### src/rtl/systolic_pkg.sv
// Shared types, width checks and the requantisation function for the systolic PE.
package systolic_pkg;

  // Internal width used by the requant arithmetic; wide enough that the
  // rounding add and the clamp never wrap for any legal accumulator width.
  localparam int unsigned MaxW = 128;

  typedef enum logic [0:0] {RUN, PASS} pe_state_e;

  // Legal parameter combinations for a PE instance.
  function automatic bit widths_ok(input int unsigned dw, input int unsigned aw,
                                   input int unsigned fb);
    return (dw >= 2) && (aw >= 2 * dw) && (aw <= MaxW - 2) && (fb <= aw - dw);
  endfunction

  // Round half-up, arithmetic shift, saturate to dw bits, then optional ReLU.
  function automatic logic signed [MaxW-1:0] requant(input logic signed [MaxW-1:0] s,
                                                     input int unsigned frac,
                                                     input int unsigned dw,
                                                     input logic relu);
    logic signed [MaxW-1:0] r;
    logic signed [MaxW-1:0] hi;
    logic signed [MaxW-1:0] lo;
    r = s;
    if (frac > 0) r = r + (MaxW'(1) << (frac - 1));
    r  = r >>> frac;
    hi = (MaxW'(1) << (dw - 1)) - MaxW'(1);
    lo = -hi - MaxW'(1);
    if (r > hi) r = hi;
    else if (r < lo) r = lo;
    if (relu && r[MaxW-1]) r = '0;
    return r;
  endfunction

endpackage

### src/rtl/pe_requant.sv
// Combinational requantisation of the accumulator down to the result width.
module pe_requant
  import systolic_pkg::*;
#(
  parameter int unsigned DATA_WIDTH = 16,
  parameter int unsigned ACC_WIDTH  = 40,
  parameter int unsigned FRAC_BITS  = 8
) (
  input  logic signed [ACC_WIDTH-1:0]  i_acc,
  input  logic                         i_relu,
  output logic signed [DATA_WIDTH-1:0] o_q
);

  logic signed [MaxW-1:0] w_ext;

  // Sign-extend into the wide domain, then round/shift/saturate/ReLU.
  always_comb begin
    w_ext = MaxW'(i_acc);
    o_q   = DATA_WIDTH'(requant(w_ext, FRAC_BITS, DATA_WIDTH, i_relu));
  end

endmodule

### src/rtl/systolic_pe_acc.sv
// Output-stationary systolic PE: gated MAC into a wide accumulator, operand
// forwarding, requantised snapshot on drain, and a counted pass-through chain.
module systolic_pe_acc
  import systolic_pkg::*;
#(
  parameter int unsigned DATA_WIDTH = 16,
  parameter int unsigned ACC_WIDTH  = 40,
  parameter int unsigned FRAC_BITS  = 8,
  parameter int unsigned CHAIN_POS  = 0
) (
  input  logic                         clk,
  input  logic                         rst,
  input  logic                         clear_in,
  input  logic                         drain_in,
  input  logic                         relu_en,
  input  logic signed [DATA_WIDTH-1:0] a_in,
  input  logic                         a_valid_in,
  input  logic signed [DATA_WIDTH-1:0] b_in,
  input  logic                         b_valid_in,
  output logic signed [DATA_WIDTH-1:0] a_out,
  output logic                         a_valid_out,
  output logic signed [DATA_WIDTH-1:0] b_out,
  output logic                         b_valid_out,
  input  logic signed [DATA_WIDTH-1:0] psum_in,
  input  logic                         psum_valid_in,
  output logic signed [DATA_WIDTH-1:0] psum_out,
  output logic                         psum_valid_out,
  output logic                         busy,
  output logic                         overrun
);

  localparam int unsigned CntW = (CHAIN_POS > 0) ? $clog2(CHAIN_POS + 1) : 1;

  if (!widths_ok(DATA_WIDTH, ACC_WIDTH, FRAC_BITS)) begin : g_bad_widths
    $error("systolic_pe_acc: illegal DATA_WIDTH/ACC_WIDTH/FRAC_BITS combination");
  end

  pe_state_e                        r_state;
  logic        [CntW-1:0]           r_cnt;
  logic signed [ACC_WIDTH-1:0]      r_acc;
  logic signed [2*DATA_WIDTH-1:0]   w_prod;
  logic signed [ACC_WIDTH-1:0]      w_acc_next;
  logic signed [DATA_WIDTH-1:0]     w_snap;
  logic                             w_drain_ok;

  // Gated product and next accumulator value (wraps at ACC_WIDTH).
  always_comb begin
    w_prod     = a_in * b_in;
    w_acc_next = r_acc;
    if (a_valid_in && b_valid_in) w_acc_next = r_acc + ACC_WIDTH'(w_prod);
    w_drain_ok = drain_in && (r_state == RUN);
  end

  pe_requant #(
    .DATA_WIDTH (DATA_WIDTH),
    .ACC_WIDTH  (ACC_WIDTH),
    .FRAC_BITS  (FRAC_BITS)
  ) u_requant (
    .i_acc  (w_acc_next),
    .i_relu (relu_en),
    .o_q    (w_snap)
  );

  // Unconditional one-cycle operand forwarding to the neighbours.
  always_ff @(posedge clk or posedge rst) begin
    if (rst) begin
      a_out       <= '0;
      a_valid_out <= 1'b0;
      b_out       <= '0;
      b_valid_out <= 1'b0;
    end else begin
      a_out       <= a_in;
      a_valid_out <= a_valid_in;
      b_out       <= b_in;
      b_valid_out <= b_valid_in;
    end
  end

  // Accumulator: accepted drain or clear restarts from zero, otherwise accumulate.
  always_ff @(posedge clk or posedge rst) begin
    if (rst) begin
      r_acc <= '0;
    end else if (w_drain_ok || clear_in) begin
      r_acc <= '0;
    end else begin
      r_acc <= w_acc_next;
    end
  end

  // Drain FSM: emit own snapshot, then forward CHAIN_POS valid upstream words.
  always_ff @(posedge clk or posedge rst) begin
    if (rst) begin
      r_state        <= RUN;
      r_cnt          <= '0;
      psum_out       <= '0;
      psum_valid_out <= 1'b0;
      overrun        <= 1'b0;
    end else begin
      unique case (r_state)
        RUN: begin
          if (drain_in) begin
            psum_out       <= w_snap;
            psum_valid_out <= 1'b1;
            if (CHAIN_POS != 0) begin
              r_state <= PASS;
              r_cnt   <= CntW'(CHAIN_POS);
            end
          end else begin
            psum_valid_out <= 1'b0;
          end
        end
        PASS: begin
          psum_out       <= psum_in;
          psum_valid_out <= psum_valid_in;
          if (drain_in) overrun <= 1'b1;
          if (psum_valid_in) begin
            r_cnt <= r_cnt - CntW'(1);
            if (r_cnt == CntW'(1)) r_state <= RUN;
          end
        end
        default: r_state <= RUN;
      endcase
    end
  end

  assign busy = (r_state == PASS);

endmodule

### config.mk
export PLATFORM = sky130hd
export DESIGN_NAME = systolic_pe_acc
export DESIGN_NICKNAME = d
export VERILOG_FILES = /design/src/rtl/systolic_pkg.sv /design/src/rtl/pe_requant.sv /design/src/rtl/systolic_pe_acc.sv
export SDC_FILE = /design/constraint.sdc
export NUM_CORES = 1
export LEC_CHECK = 0
export BUFFER_PORTS_ARGS = -buffer_cell sky130_fd_sc_hd__buf_2
export CAP_MARGIN = 25
export CORE_ASPECT_RATIO = 0.75
export CORE_MARGIN = 4
export CORE_UTILIZATION = 40
export DETAILED_ROUTE_END_ITERATION = 7
export HOLD_SLACK_MARGIN = 0.02
export PLACE_DENSITY = 0.56
export SLEW_MARGIN = 20
export SYNTH_ARGS = -nofsm -noshare
export SYNTH_HDL_FRONTEND = slang
export SYNTH_SLANG_ARGS = --single-unit
### constraint.sdc
create_clock -name clk -period 13.63 [get_ports clk]
set_input_delay 1.363 -clock clk [delete_from_list [all_inputs] [get_ports clk]]
set_output_delay 1.363 -clock clk [all_outputs]
set_load 0.02 [all_outputs]
==> flow_summary.ini <==
[yosys]
syn_nets = 2379
async_reset_ff_share_pct = 100
ys_top_cells_by_area = fa_1 38%, dfrtp_1 13%, ha_1 8.4%, inv_1 8.0%, and2_1 4.6%
synth_top_area_cell = fa_1
ys_warn_count = 0
ys_seq_elements = 94
synth_cell_type_count = 82
synth.avg_cell_area_sq_um = 9.31
syn_area_sq_um = 17500
syn-instance-count = 1876
ys_seq_area_share_pct = 13.5
synth_flop_cell = dfrtp_1
synth_top_area_share_pct = 37.8
synth-edff-count = 0

[clock_network]
cts_root_buf = clkbuf_16
cts_buffers = 9
clk_latency_ns = 0.40
post-cts-setup-buffers = 0
cts_tree = done
holdBufCountCts = 0
cts_num_sinks = 94
ctsHtreeMaxLevel = 3
cts_resized = 0
clock_path_buffers = 2
clk_pin_slew_ns = 0.08

[status]
status = finished, final reports clean

[min_path]
min_to = busy
worstHoldStart = r_cnt
hp-class = reg -> reg
hold_depth = 1

[floorplanning]
die_area_sq_um = 47100
rows = 66
initial_utilization_pct = 40.4
chipWidth_um = 249
core_area_sq_um = 43300
die_h_um = 189
num_io_pins = 109

[drt]
drt-initial-drc-count = 671
num_vias = 13300
first_pass_iters = 7
ant_nets = 0
postRouteWirelength_um = 44700
route.detailed.drc = 0
viasPerCell = 5.29
post_drt_wl_per_cell_um = 17.8

[timing]
finalSetupViolations = 0
hold_violations = 0
min_period_ns = 10.30
fin_skew_ns = 0.0222
relSlewSlack_pct = 42.4
fmax_mhz = 97.1
tightest_slew_ns = 0.864
tns_ns = 0
report.final.slew_viol_count = 0
period_share_pct = 75.6
rsz0062_at_grt = false

[critical_path]
r2r-end = psum_out[5]
endpoint_kind = flip-flop
r2r_cells = 25
arrival_ns = 10.61
cp_slowest_cell = fa_1
r2r_setup_slack_ns = 5.36
crit_type = in -> reg
r2r-start = r_acc[15]
crit_path_start_kind = input pin
max_stage_delay_ns = 0.55
critPathMaxFanout = 16
critPathMostFrequentCell = fa_1
cp.required_ns = 13.94

[placement]
dpl.hpwl_um = 36300
place.gp.congestion = 0.898
numPortBuffers = 108

[final_layout]
multiInputGateArea_sq_um = 13400
nets = 2431
mostFrequentLayoutCells = 371 x inv_1, 330 x fa_1, 195 x nand2_1, 127 x and2_1, 117 x ha_1
drive_gt1_share_pct = 8.74
syn_to_final_growth_pct = 7.57
nFillCells = 4341
num_antenna_cells = 0
layout.cells.most_common = inv_1
seq_area_sq_um = 2350

[global_route]
grt_pass1_wl_um = 76800
grt_start_max_net_pins = 68
antenna_found_initial = 0
overflow = 0
grtUsageTotal_pct = 20.1
first_global_vias = 14500

[flow_run]
max_cap_violations = 0
layer usage:
layer,vias to the layer above,track usage [%],share of wire (%)
met4,0,4.55,1.4
met1,6849,27.9,46
met5,-,0,0
li1,6089,-,-
met3,44,2.33,3.7
met2,311,34.3,49
through the flow:
step	instances	hold slack (ns)	cell area, sq um	worst slack, ns	util (%)
after CTS	2511	0.482	18800	3.38	43.4
after global routing	2511	0.501	18800	2.42	43.4
final	2511	0.470	18800	3.33	43.4
after floorplan	1876	0.441	17500	4.06	-
after detailed placement	2495	0.471	18500	2.99	42.7
after global placement	2494	0.434	18500	2.85	42.6
worst max path at each step:
stage	startpoint	end	slack, ns	depth (start not counted)
final	b_in[15]	psum_out[5]	3.33	29
after global placement	b_in[15]	psum_out[5]	2.85	27
after CTS	b_in[15]	psum_out[5]	3.38	29
after global routing	b_in[15]	psum_out[5]	2.42	29
after floorplan	b_in[15]	psum_out[5]	4.06	29
after detailed placement	b_in[15]	psum_out[5]	2.99	29
Yosys cell counts (10+ instances only):
master,count
o21ai_0,31
ha_1,117
nand4_1,23
clkbuf_1,56
nor2b_1,11
xnor2_1,29
nor3_1,24
and3_1,14
nand2_1,196
a21oi_1,65
a31oi_1,19
nor2_1,76
inv_1,372
o211ai_1,17
a21o_1,17
fa_1,330
and2_1,128
nand2b_1,10
dfrtp_1,94
nor3b_1,19
a221oi_1,16
o21ai_2,10
nand3_1,23
registers in the layout (all words and copies together), names as in the netlist:
| name | cells |
|---|---|
| a_valid_out | 1 |
| r_acc | 40 |
| psum_valid_out | 1 |
| psum_out | 16 |
| r_cnt | 1 |
| overrun | 1 |
| b_valid_out | 1 |
| a_out | 16 |
| busy | 1 |
| b_out | 16 |
logic make-up after synthesis:
kind of cell / share of synthesized area [%]
buffers and inverters: 10.1
AND/OR/NAND/NOR: 16.7
XOR/XNOR: 1.85
adder cells (fa/ha/maj): 46.2
flip-flops: 13.5
multiplexers: 0.795
AO/OA/AOI/OAI: 10.9
area by class of cell:
type                       count  area share, %
clock buffer                  10           1.27
clock inverter                 6          0.519
inverter                     372           7.44
multi-input combinational   1332           71.1
sequential                    94           12.5
tap                          578           3.85
timing repair buffer         119           3.31
worst max-delay path: cells and delay by family:
kind / cells / cell delay (ns)
fa+ha+maj: 8 / 4.02
buf+inv: 5 / 0.98
simple gates: 12 / 3.35
compound gates: 4 / 0.88
Power is not shown: default switching activity piles up to over one toggle a cycle in this logic, so the estimate is an artifact.
